$ cat config.mk
export PLATFORM = sky130hd
export DESIGN_NAME = score_arbiter
export DESIGN_NICKNAME = d
export VERILOG_FILES = /design/src/rtl/score_arbiter.sv
export SDC_FILE = /design/constraint.sdc
export NUM_CORES = 1
export LEC_CHECK = 0
export CAP_MARGIN = 20
export CORE_ASPECT_RATIO = 0.6
export CORE_MARGIN = 4
export CORE_UTILIZATION = 36
export DETAILED_ROUTE_END_ITERATION = 8
export PLACE_DENSITY_LB_ADDON = 0.25
export SLEW_MARGIN = 0
export SYNTH_ARGS = -nofsm -noshare
export SYNTH_HDL_FRONTEND = slang
export SYNTH_SLANG_ARGS = --single-unit
export TNS_END_PERCENT = 50
$ cat constraint.sdc
create_clock -name clk -period 7.2 [get_ports clk]
set_input_delay 1.08 -clock clk [delete_from_list [all_inputs] [get_ports clk]]
set_output_delay 1.08 -clock clk [all_outputs]
set_load 0.005 [all_outputs]
$ cat src/rtl/score_arbiter.sv
// Score datapath sequencer: one pending event slot per finger lane, round-robin
// grant of one score/combo update per cycle, and the IDLE/PLAY/DRAIN/DONE phase FSM.
module score_arbiter #(
    parameter int LANES    = 4,
    parameter int PTS_HIT  = 1,
    parameter int PTS_MISS = 1
) (
    input  logic             clk,
    input  logic             rst,
    input  logic             start,
    input  logic             stop,
    input  logic [LANES-1:0] hit_valid,
    input  logic [LANES-1:0] hit_res,
    output logic [7:0]       score,
    output logic [7:0]       combo,
    output logic [7:0]       max_combo,
    output logic             playing,
    output logic             done,
    output logic             upd_valid,
    output logic [1:0]       upd_lane,
    output logic             overflow,
    output logic [1:0]       dbgState
);

    typedef enum logic [1:0] {
        IDLE  = 2'd0,
        PLAY  = 2'd1,
        DRAIN = 2'd2,
        DONE  = 2'd3
    } phaseT;

    phaseT            state;
    phaseT            nextState;
    logic [LANES-1:0] pending;
    logic [LANES-1:0] pendingNext;
    logic [LANES-1:0] lastRes;
    logic [LANES-1:0] lastResNext;
    logic [1:0]       rrPtr;
    logic             grantValid;
    logic [1:0]       grantLane;
    logic [1:0]       probe;
    logic             captureEn;
    logic             arbEnable;
    logic             ovfSet;
    logic [8:0]       hitSum;
    logic [8:0]       missDiff;
    logic [7:0]       scoreHit;
    logic [7:0]       scoreMiss;
    logic [7:0]       comboHit;

    // Handshake: hit_valid[i] is a one-cycle strobe with no back-pressure; an event
    // is accepted at the edge it is sampled in PLAY unless lane i already holds an
    // ungranted event, in which case it is dropped and overflow latches.

    always_ff @(posedge clk) begin
        if (rst) begin
            state <= IDLE;
        end else begin
            state <= nextState;
        end
    end

    always_comb begin
        nextState = state;
        captureEn = 1'b0;
        arbEnable = 1'b0;
        case (state)
            IDLE: begin
                if (start) nextState = PLAY;
            end
            PLAY: begin
                captureEn = 1'b1;
                arbEnable = 1'b1;
                if (start)     nextState = PLAY;
                else if (stop) nextState = DRAIN;
            end
            DRAIN: begin
                arbEnable = 1'b1;
                if (start)               nextState = PLAY;
                else if (pending == '0)  nextState = DONE;
            end
            DONE: begin
                if (start) nextState = PLAY;
            end
            default: nextState = IDLE;
        endcase
    end

    // Walk from the farthest offset down so the nearest pending lane to rrPtr wins.
    always_comb begin
        grantValid = 1'b0;
        grantLane  = '0;
        probe      = '0;
        if (arbEnable) begin
            for (int k = LANES - 1; k >= 0; k--) begin
                probe = rrPtr + 2'(k);
                if (pending[probe]) begin
                    grantValid = 1'b1;
                    grantLane  = probe;
                end
            end
        end
    end

    // A lane being granted this cycle frees its slot, so a fresh event may refill it.
    always_comb begin
        pendingNext = pending;
        lastResNext = lastRes;
        ovfSet      = 1'b0;
        if (grantValid) pendingNext[grantLane] = 1'b0;
        if (captureEn) begin
            for (int i = 0; i < LANES; i++) begin
                if (hit_valid[i]) begin
                    if (pendingNext[i]) begin
                        ovfSet = 1'b1;
                    end else begin
                        pendingNext[i] = 1'b1;
                        lastResNext[i] = hit_res[i];
                    end
                end
            end
        end
    end

    assign hitSum    = {1'b0, score} + 9'(PTS_HIT);
    assign missDiff  = {1'b0, score} - 9'(PTS_MISS);
    assign scoreHit  = hitSum[8] ? 8'hFF : hitSum[7:0];
    assign scoreMiss = missDiff[8] ? 8'h00 : missDiff[7:0];
    assign comboHit  = (combo == 8'hFF) ? 8'hFF : combo + 8'd1;

    always_ff @(posedge clk) begin
        if (rst || start) begin
            pending   <= '0;
            lastRes   <= '0;
            rrPtr     <= '0;
            score     <= '0;
            combo     <= '0;
            max_combo <= '0;
            overflow  <= 1'b0;
            upd_valid <= 1'b0;
            upd_lane  <= '0;
        end else begin
            pending   <= pendingNext;
            lastRes   <= lastResNext;
            upd_valid <= grantValid;
            if (ovfSet) overflow <= 1'b1;
            if (grantValid) begin
                rrPtr    <= grantLane + 2'd1;
                upd_lane <= grantLane;
                if (lastRes[grantLane]) begin
                    score <= scoreHit;
                    combo <= comboHit;
                    if (comboHit > max_combo) max_combo <= comboHit;
                end else begin
                    score <= scoreMiss;
                    combo <= '0;
                end
            end
        end
    end

    assign playing  = (state == PLAY);
    assign done     = (state == DONE);
    assign dbgState = state;

endmodule
# --- Word level (Yosys, flattened, before mapping) ---
# Index checks and enable logic that the tools add are counted.
word_totals:
  output_inout_bits: 32
  input_bits: 12
  word_cells: 102
  ff_bits: 40
op_classes:
  muxes: 50
  n_eq_ne: 7
  bitwise: 6
  reduce_logical: 12
  addsub: 7
  n_lt_le_gt_ge: 7
ops:
  columns: ["cell", "count"]
  rows:
  - ["$mux W8", 5]
  - ["$mux W1", 26]
  - ["$mux W2", 10]
  - ["$reduce_and A3 Y1", 6]
  - ["$lt A2 B3 Y1 const B", 5]
  - ["$bmux W1 S2", 5]
  - ["$add A8 B1 Y9 const B", 1]
  - ["$sub A8 B1 Y9 const B", 1]
  - ["$add A8 B1 Y8 const B", 1]
  - ["$eq A8 B8 Y1 const B", 1]
  - ["$gt A8 B8 Y1", 1]
  - ["$mux W4", 2]
  - ["$ne A3 B3 Y1 const B", 2]
  - ["$pmux W2 S3", 1]
  - ["$add A2 B1 Y2 const B", 2]
  - ["$add A2 B2 Y2 const B", 2]
  - ["$and A4 B4 Y4", 1]
  - ["$eq A2 B2 Y1 const B", 2]
  - ["$logic_not A4 Y1", 1]
  - ["$not A1 Y1", 4]
  - ["$not A4 Y4", 1]
  - ["$reduce_or A2 Y1", 2]
  - ["$demux W1 S2", 1]
  - ["$eq A2 B1 Y1 const B", 1]
  - ["other kinds (5)", 5]

# --- Longest topological paths before layout ---
# Gate-level depths: netlist of the first run.
depth:
  ltp_word: 24
  mapped_depth: 14
  mapped_depth_nobuf: 13

# --- Worst setup path before layout of the first run ---
# Ideal clock, no wire load.
synth_timing:
  path_kind: "flip-flop to flip-flop"
  from: "register combo[0]"
  to: "register max_combo[0]"
  t_arrival_ns: 2.825
  path_buffers: 0
  stages_incl_launch_ff: 14
  slack_ns: 4.289
  t_required_ns: 7.114
  period_less_slack_ns: 2.911
  cell_sequence: "dfxtp_1 -> ha_1 -> and3_1 -> and3_1 -> nand3_1 -> nand2b_1 -> ha_1 -> nor2b_1 -> o21a_1 -> o21a_1 -> o21ai_1 -> a311oi_1 -> a21oi_1 -> a211oi_1"
synth_between:
  elab_chain_cells: 4
  word_cells_on_any_way: 5
  classes_between: "1 x add/sub; 1 x order compare; 1 x eq/ne; 1 x mux; 1 x reduce/logical"
synth_rtl:
  columns: ["element", "line", "text"]
  rows:
  - ["start: declaration", "15", "output logic [7:0] combo,"]
  - ["start signal: assignment", "152", "combo <= comboHit;"]
  - ["$add A8 B1 Y8 / $eq A8 B8 Y1 (equally long branches)", "129", "assign comboHit = (combo == 8'hFF) ? 8'hFF : combo + 8'd1;"]
  - ["$mux W8 *", "129", null]
  - ["via comboHit[1]", "49", "logic [7:0] comboHit;"]
  - ["$gt A8 B8 Y1 *", "153", "if (comboHit > max_combo) max_combo <= comboHit;"]
  - ["$reduce_and A3 Y1 (no line) *", null, null]
  - ["end signal: assignment", "153", null]
  - ["end: declaration", "16", "output logic [7:0] max_combo,"]
# Mark *: on every way through the listed nets, which the timed path passes. The rest lies on a longest branch.
# A chain may end at the register's enable or synchronous reset.

# --- Worst setup path in the final report of the first run ---
# Ends and elaborated chain as after synthesis.

==> results of run 1 <==
## per-layer routing
layer | share of wire | vias up | routed length (µm) | track usage
li1 | - | 1224 | - | -
met2 | 0.40 | 79 | 2550 | 0.231
met4 | 0.0052 | 0 | 33 | 0.0270
met1 | 0.52 | 1104 | 3300 | 0.248
met3 | 0.079 | 4 | 506 | 0.0406
met5 | 0 | - | 0 | 0
## final cells by class
| class | instances | share of cell area |
|---|---|---|
| Multi-Input combinational cell | 242 | 0.486 |
| Sequential cell | 40 | 0.254 |
| Timing Repair Buffer | 45 | 0.140 |
| Clock buffer | 6 | 0.0408 |
| Tap cell | 87 | 0.0345 |
| Inverter | 28 | 0.0337 |
| Clock inverter | 2 | 0.0111 |
## placed cells by master, fill, tap and decap left out, types with 3 or more instances in the layout
cell and n:
mux2i_1 9, a211oi_1 4, nor4_1 3, nand2b_1 4
nand4_1 3, o21ai_1 3, nand3_1 24, clkbuf_16 5
xnor2_1 7, o31ai_1 4, o21ai_0 16, dfxtp_1 40
a21oi_1 29, nand2_1 30, ha_1 16, nor3_1 13
or2_1 3, clkdlybuf4s50_1 43, nor2_1 26, inv_1 27
and3_1 6
## logic make-up (layout without fill, tap and decap cells)
family	after synthesis	count (layout)	synth area share
xor+xnor	9	9	0.0313
flops	40	40	0.317
fa+ha+maj	16	16	0.0794
compound gates	82	82	0.214
mux	11	11	0.0446
buf+inv	46	81	0.0744
simple gates	124	124	0.239
## stage by stage
step,util,area (µm²),setup slack (ps),hold slack (ps)
floorplan,-,2520,4290,453
detailed placement,0.444,2990,3860,471
finish,0.469,3160,4160,476
global route,0.469,3160,3850,502
global placement,0.444,2990,3910,461
CTS,0.468,3150,3810,481
## flip-flops by register name, indices dropped and copies added (netlist names)
| register | cells |
|---|---|
| pending | 4 |
| rrPtr | 2 |
| dbgState | 2 |
| upd_lane | 2 |
| score | 8 |
| lastRes | 4 |
| max_combo | 8 |
| upd_valid | 1 |
| overflow | 1 |
| combo | 8 |
## critical path, delay by kind of cell, from the launching register on
family	cells	cell delay (ps)
fa+ha+maj	2	520
buf+inv	1	260
flops	1	340
simple gates	5	880
compound gates	6	960
## power by group
part	internal (W)	switching (W)
registers	0.000226	0.00000614
logic	0.0000336	0.0000513
clock network	0.000163	0.0000861
## how the worst max path moves through the flow
stage / to / slack, ps / depth (start not counted)
2_1_floorplan: max_combo[0] / 4290 / 13
3_3_place_gp: max_combo[0] / 3910 / 13
3_5_place_dp: max_combo[0] / 3860 / 13
4_1_cts: max_combo[0] / 3810 / 13
5_1_grt: max_combo[0] / 3850 / 12
6_report: max_combo[0] / 4160 / 14
==> flow_summary_export.csv, run 1 <==
group,metric,value,unit
clock_tree,clock_path_buffers,2,
grt,grt_usage,0.162,
clock_tree,clock-sinks,40,
synth,netlist_area,2520,µm²
grt,grt_max_degree,31,
sta,min_period,3040,ps
worst_setup_path,crit_slowest_cell,"dfxtp_1",
clock_tree,cts_hold_buf,0,
power_and_ir_drop,power_density,179,nW/µm²
worst_hold_path,hp-start,"upd_lane[0]",
synth,postSynthCellCount,328,
clock_tree,cts_root_buffer,"clkbuf_16",
layout,drive_gt1_frac,0.0523,
layout,regArea,801,µm²
die,initial_core_util,0.375,
synth,synth_ff_type,"dfxtp_1",
worst_setup_path,path_max_fanout,7,
worst_hold_path,min_to,"upd_lane[0]",
sta,fmax,329,MHz
die,std_cell_rows,23,
synth,async_flop_share,0,
sta,tns,0,ps
grt,grt_first_pass_wirelength,11100,µm
route,wire_per_inst,14.2,µm
run_status,status,"finished clean",
place,portBuffers,43,
grt,antenna_found_initial,0,
layout,insertedDiodeCount,0,
clock_tree,clk_latency,280,ps
die,coreArea,6730,µm²
synth,synthTopCellsByCount,"40 x dfxtp_1, 30 x nand2_1, 29 x a21oi_1",
route,first_pass_iters,4,
route,routed_wl,6390,µm
die,dieArea,8450,µm²
route,viasPerCell,5.36,
power_and_ir_drop,p_leak,1.19,nW
power_and_ir_drop,finalPower,0.000566,W
worst_setup_path,r2r_start,"combo[0]",
synth,ys_types,56,
route,drt_iter0_drc,171,
sta,drv_slew,0,
layout,multi_input_area,1530,µm²
synth,synth_area_leaders,"dfxtp_1 32%, ha_1 7.9%, a21oi_1 5.8%, nand3_1 4.8%, nand2_1 4.5%",
clock_tree,cts.htree.levels,2,
synth,syn_nets,356,
worst_setup_path,startpoint_type,"register",
synth,synth.most_common_cell,"dfxtp_1",
worst_setup_path,reg2reg_setup_slack,4160,ps
clock_tree,cts_setup_buffers,0,
worst_setup_path,rr_endpoint,"max_combo[0]",
synth,synth_top_area_cell,"dfxtp_1",
clock_tree,cts_tree,"done",
worst_hold_path,hp-class,"register to register",
sta,clock-skew-final,6.78,ps
clock_tree,cts.repair.resized,0,
worst_setup_path,cp_cell_sequence,"ha_1 -> and3_1 -> and3_1 -> nand3_1 -> nand2b_1 -> ha_1 -> nor2b_1 -> o21a_1 -> o21a_1 -> o21ai_1 -> a311oi_1 -> buf_2 -> a21oi_1 -> a211oi_1",
worst_setup_path,slowest_delay,340,ps
run,drv_cap,0,
place,routabilityCongestion,0.893,
die,ioPinCount,44,
place,dp.cells,441,
clock_tree,numCtsBuffers,5,
synth,synth_top_area_share,0.317,
layout,fillers,668,
worst_setup_path,required,7390,ps
die,die_y,72.8,µm
place,dp.final_hpwl,4760,µm
synth,ys_ff_latch,40,
grt,grt_pass1_vias,2274,
worst_setup_path,crit_type,"register to register",
power_and_ir_drop,ir_drop,0.110,mV
worst_setup_path,startpoint,"combo[0]",
sta,period_share,0.422,
sta,setup_viol,0,
die,die_w,116,µm
worst_setup_path,end_kind,"register",
layout,finalNonFillerCells,450,
worst_setup_path,reg2reg_depth,14,
sta,tightest_slew,937,ps
route,ant_nets,0,
synth,avgSynthCellArea,7.69,µm²
synth,yosysWarnings,0,
sta,hold_violations,0,
layout,nets,390,
synth,synth_edf_count,0,
clock_tree,clk_pin_slew,60,ps
synth,seq_area_frac_synth,0.317,
worst_hold_path,min_path_cells,2,
route,drc,0,
grt,overflow,0,
route,vias,2411,
sta,rsz0062_at_grt,"false",
layout,syn2layout_area_growth,25.1,%
worst_setup_path,cp.arrival,3230,ps
sta,slew_headroom,0.374,
(Power assumes the default switching activity.)
==> run 2: changes to the inputs <==
clock period = 3 ns   (was 7.2 ns; I/O delays follow)
==> run 2 against run 1 <==
Net effect:
- clock skew down 1.4 ps
- die area unchanged
- design area up 3.4%
- critical endpoint is now max_combo[5]
- highest routed layer unchanged
- maximum frequency up 6.4%
- count of clock-buffer cells in the layout up 2
==> flow_summary_export.csv, run 2 (synthesis results as in run 1) <==
group,metric,value,unit
layout,layout_commonest_cell,"clkdlybuf4s50_1",
sta,setup_viol,0,
grt,grt_max_degree,31,
route,ant_nets,0,
power_and_ir_drop,ir_drop,0.192,mV
worst_setup_path,end_kind,"register",
worst_setup_path,startpoint_type,"register",
sta,drv_slew,0,
sta,slew_headroom,0.563,
layout,design_area,3260,µm²
clock_tree,cts_tree,"done",
place,routabilityCongestion,0.888,
power_and_ir_drop,finalPower,0.00131,W
route,drc,0,
worst_setup_path,crit_slowest_cell,"a311o_1",
layout,insertedDiodeCount,0,
grt,grt_first_pass_wirelength,11500,µm
layout,multi_input_area,1570,µm²
clock_tree,clock_path_buffers,2,
clock_tree,cts_hold_buf,0,
sta,hold_ws,472,ps
worst_setup_path,required,3140,ps
route,wire_per_inst,14.6,µm
sta,tightest_slew,654,ps
worst_setup_path,cp_cell_sequence,"ha_1 -> and3_1 -> and3_4 -> nand2b_1 -> mux2i_1 -> inv_1 -> ha_1 -> nand3_1 -> and2_1 -> a311o_1 -> buf_4 -> nor3_1 -> nor3_1",
die,std_cell_rows,23,
clock_tree,cts_root_buffer,"clkbuf_16",
route,drt_iter0_drc,153,
layout,final_cell_mix,"43 x clkdlybuf4s50_1, 40 x dfxtp_1, 30 x nand2_1",
worst_setup_path,crit_type,"register to register",
grt,grt_usage,0.171,
sta,clock-skew-final,5.34,ps
clock_tree,clk_latency,280,ps
layout,regArea,801,µm²
route,routed_wl,6740,µm
worst_setup_path,path_max_fanout,5,
clock_tree,cts.htree.levels,2,
run,drv_cap,0,
worst_hold_path,hp-class,"register to register",
sta,setup_ws,141,ps
sta,period_share,0.953,
layout,nets,401,
route,viasPerCell,5.38,
place,postPlaceCellArea,3060,µm²
clock_tree,clock-sinks,40,
die,initial_core_util,0.375,
layout,syn2layout_area_growth,29.4,%
die,dieArea,8450,µm²
power_and_ir_drop,p_leak,1.25,nW
die,coreArea,6730,µm²
place,portBuffers,43,
worst_setup_path,worst-path-buf-inv,2,
run_status,status,"finished clean",
die,die_y,72.8,µm
clock_tree,numCtsBuffers,5,
grt,overflow,0,
route,vias,2482,
sta,fmax,350,MHz
worst_setup_path,cp.arrival,3000,ps
route,first_pass_iters,4,
power_and_ir_drop,power_density,401,nW/µm²
sta,tns,0,ps
grt,antenna_found_initial,0,
worst_setup_path,slowest_delay,360,ps
layout,fillers,677,
place,dp_slack,83.1,ps
clock_tree,clk_pin_slew,60,ps
layout,reg_top3,"combo (8), max_combo (8), score (8)",
grt,grt_pass1_vias,2431,
place,dp.final_hpwl,4970,µm
layout,drive_gt1_frac,0.102,
die,ioPinCount,44,
sta,hold_violations,0,
worst_setup_path,crit_family,"simple AND/OR/NAND/NOR gates",
sta,min_period,2860,ps
die,die_w,116,µm
run 2: cell type report:
type	count	share of cell area
Clock buffer	8	0.0449
Inverter	28	0.0326
Multi-Input combinational cell	242	0.482
Sequential cell	40	0.245
Tap cell	87	0.0334
Timing Repair Buffer	56	0.162
run 2: worst reg2reg max path, cell delays in order, from the launching register on:
cell	delay, ps
dfxtp_1	320
ha_1	220
and3_1	210
and3_4	190
nand2b_1	130
mux2i_1	200
inv_1	90
ha_1	310
nand3_1	110
and2_1	190
a311o_1	360
buf_4	170
nor3_1	150
nor3_1	60
run 2: through the flow:
step | utilization | instances
4_1_cts | 0.475 | 458
6_report | 0.485 | 461
2_1_floorplan | - | 328
3_5_place_dp | 0.454 | 450
3_3_place_gp | 0.454 | 450
5_1_grt | 0.485 | 461
run 2: power by group:
group,switching (W),internal [W],total (W)
registers,0.0000146,0.000542,0.000556
logic,0.000127,0.0000858,0.000213
clock network,0.000209,0.000332,0.000541
run 2: worst paths after layout:
kind,start,depth (start not counted),to,slack [ps]
worst max-delay path,combo[0],13,max_combo[5],140
worst max register to register,combo[0],13,max_combo[5],140
worst min-delay path,upd_lane[0],2,upd_lane[0],470
worst min register to register,upd_lane[0],2,upd_lane[0],470
run 2: timing repair:
action                                  CTS  global route
setup buffers                             0             3
resized for setup                         0             9
endpoints found under the setup margin    0             8
run 2: metal layers:
metal	share of wire	track usage
met1	0.52	0.251
met2	0.40	0.252
met3	0.072	0.0497
met4	0.0096	0.0283
met5	0	0
==> run 3: changes to the inputs <==
CELL_PAD_IN_SITES_DETAIL_PLACEMENT = 2   (was not set)
CELL_PAD_IN_SITES_GLOBAL_PLACEMENT = 2   (was not set)
CORE_UTILIZATION = 30   (was 36)
SKIP_LAST_GASP = 1   (was not set)
==> run 3 against run 2 <==
Net effect:
- total power increased by 8.0%
- combinational power increased by 9.9%
- register-to-register slack about the same
- global-route usage increased by 1.1 points
- highest routed layer unchanged
- count of clock-buffer cells in the layout decreased by 3
- largest power group is now the clock network
- largest cell class unchanged
- clock power increased by 15%
- via count increased by 3.6%
- wire length increased by 30%
==> flow_summary_export.csv, run 3 (synthesis results as in run 1) <==
group,metric,value,unit
layout,layout_commonest_cell,"clkdlybuf4s50_1",
clock_tree,cts_root_buffer,"clkbuf_16",
run_status,status,"finished clean",
worst_setup_path,required,3140,ps
die,die_w,126,µm
worst_setup_path,reg2reg_setup_slack,140,ps
sta,min_period,2860,ps
power_and_ir_drop,finalPower,0.00142,W
worst_setup_path,cp.arrival,3000,ps
route,ant_nets,0,
sta,drv_slew,0,
worst_setup_path,cp_cell_sequence,"ha_1 -> and3_1 -> and3_4 -> nand2b_1 -> mux2i_2 -> inv_2 -> ha_4 -> nand3_1 -> and2_4 -> a311o_1 -> buf_4 -> nor3_2 -> nor3_1",
sta,setup_ws,137,ps
route,wire_per_inst,18.1,µm
route,viasPerCell,5.31,
worst_setup_path,worst-path-buf-inv,2,
layout,insertedDiodeCount,0,
worst_setup_path,end_kind,"register",
power_and_ir_drop,power_density,419,nW/µm²
die,coreArea,8040,µm²
worst_setup_path,critPathCapture,"max_combo[3]",
worst_setup_path,startpoint_type,"register",
route,first_pass_iters,4,
sta,period_share,0.954,
place,dp.final_hpwl,6540,µm
power_and_ir_drop,p_leak,1.27,nW
clock_tree,clk_pin_slew,60,ps
sta,tightest_slew,693,ps
die,die_y,79.0,µm
die,std_cell_rows,25,
grt,grt_usage,0.182,
route,drc,0,
layout,syn2layout_area_growth,34.0,%
worst_setup_path,startpoint,"combo[1]",
worst_setup_path,crit_slowest_cell,"a311o_1",
place,postPlaceCellArea,3090,µm²
clock_tree,cts_tree,"done",
worst_setup_path,path_max_fanout,5,
clock_tree,cts_hold_buf,0,
sta,fmax,349,MHz
die,dieArea,9990,µm²
place,dp_slack,-51.4,ps
grt,use_met1,0.256,
place,portBuffers,43,
layout,nets,403,
sta,hold_violations,0,
clock_tree,clock-sinks,40,
worst_setup_path,r2r_start,"combo[1]",
layout,final_cell_mix,"43 x clkdlybuf4s50_1, 39 x dfxtp_1, 30 x nand2_1",
layout,drive_gt1_frac,0.130,
worst_setup_path,rr_endpoint,"max_combo[3]",
die,ioPinCount,44,
worst_setup_path,slowest_delay,340,ps
worst_hold_path,hp-class,"register to register",
grt,grt_util_met2,0.287,
sta,rsz0062_at_grt,"false",
die,initial_core_util,0.314,
worst_setup_path,reg2reg_depth,13,
grt,grt_use_met3,0.0376,
grt,grt_first_pass_wirelength,14700,µm
grt,grt_max_degree,31,
worst_setup_path,path_depth,13,
power_and_ir_drop,ir_drop,0.191,mV
worst_setup_path,crit_type,"register to register",
grt,busiest_layer,"met2",
layout,design_area,3380,µm²
grt,antenna_found_initial,0,
clock_tree,cts.htree.levels,2,
place,routabilityCongestion,0.822,
clock_tree,clk_latency,290,ps
sta,slew_headroom,0.538,
grt,overflow,0,
grt,grt_pass1_vias,2781,
run,drv_cap,0,
clock_tree,clock_path_buffers,2,
route,routed_wl,8780,µm
sta,setup_viol,0,
clock_tree,numCtsBuffers,5,
sta,clock-skew-final,9.16,ps
route,drt_iter0_drc,189,
layout,reg_top3,"combo (8), max_combo (8), score (8)",
route,vias,2572,
worst_setup_path,crit_family,"simple AND/OR/NAND/NOR gates",
[run 3: worst min path at each step]
stage / start / end / slack [ps] / cells after the start
finish: upd_lane[0] / upd_lane[0] / 470 / 2
global route: combo[1] / combo[1] / 500 / 2
CTS: upd_lane[0] / upd_lane[0] / 480 / 2
detailed placement: upd_lane[0] / upd_lane[0] / 470 / 2
global placement: upd_lane[0] / upd_lane[0] / 450 / 2
floorplan: upd_lane[0] / upd_lane[0] / 450 / 2
[run 3: final cells by class]
type                            instances  area, µm²
Sequential cell                        40        802
Clock inverter                          3       42.5
Inverter                               28        106
Tap cell                              108        135
Clock buffer                            5        125
Fill cell                             916       4660
Timing Repair Buffer                   58        556
Multi-Input combinational cell        242       1610
[run 3: stage by stage]
step                      hold slack [ps]   util  TNS (ps)  cells
after floorplan                       453      -         0    328
after global placement                445  0.385         0    471
after detailed placement              468  0.385      -106    471
after CTS                             477  0.409         0    481
after global routing                  499  0.420         0    484
final                                 471  0.420         0    484
[run 3: worst register-to-register path, stage by stage (launching register included)]
cell	delay, ps
dfxtp_2	330
ha_1	200
and3_1	210
and3_4	200
nand2b_1	160
mux2i_2	210
inv_2	100
ha_4	280
nand3_1	110
and2_4	190
a311o_1	340
buf_4	170
nor3_2	140
nor3_1	80
[run 3: repair_timing]
action | CTS | global route
setup buffers | 2 | 3
gates resized for setup | 2 | 16
endpoints found under the hold margin | 0 | 0
pin swaps | 1 | 2
setup endpoints to repair | 7 | 8
[run 3: routing by layer]
metal / routed length [µm] / vias to the layer above
li1: - / 1249
met2: 3760 / 45
met1: 4650 / 1270
met4: 66 / 0
met5: 0 / -
met3: 294 / 8
[run 3: report_power, final]
| part | switching (W) | total, W | internal (W) |
|---|---|---|---|
| clock network | 0.000233 | 0.000624 | 0.000391 |
| registers | 0.0000165 | 0.000558 | 0.000541 |
| logic | 0.000139 | 0.000234 | 0.0000948 |
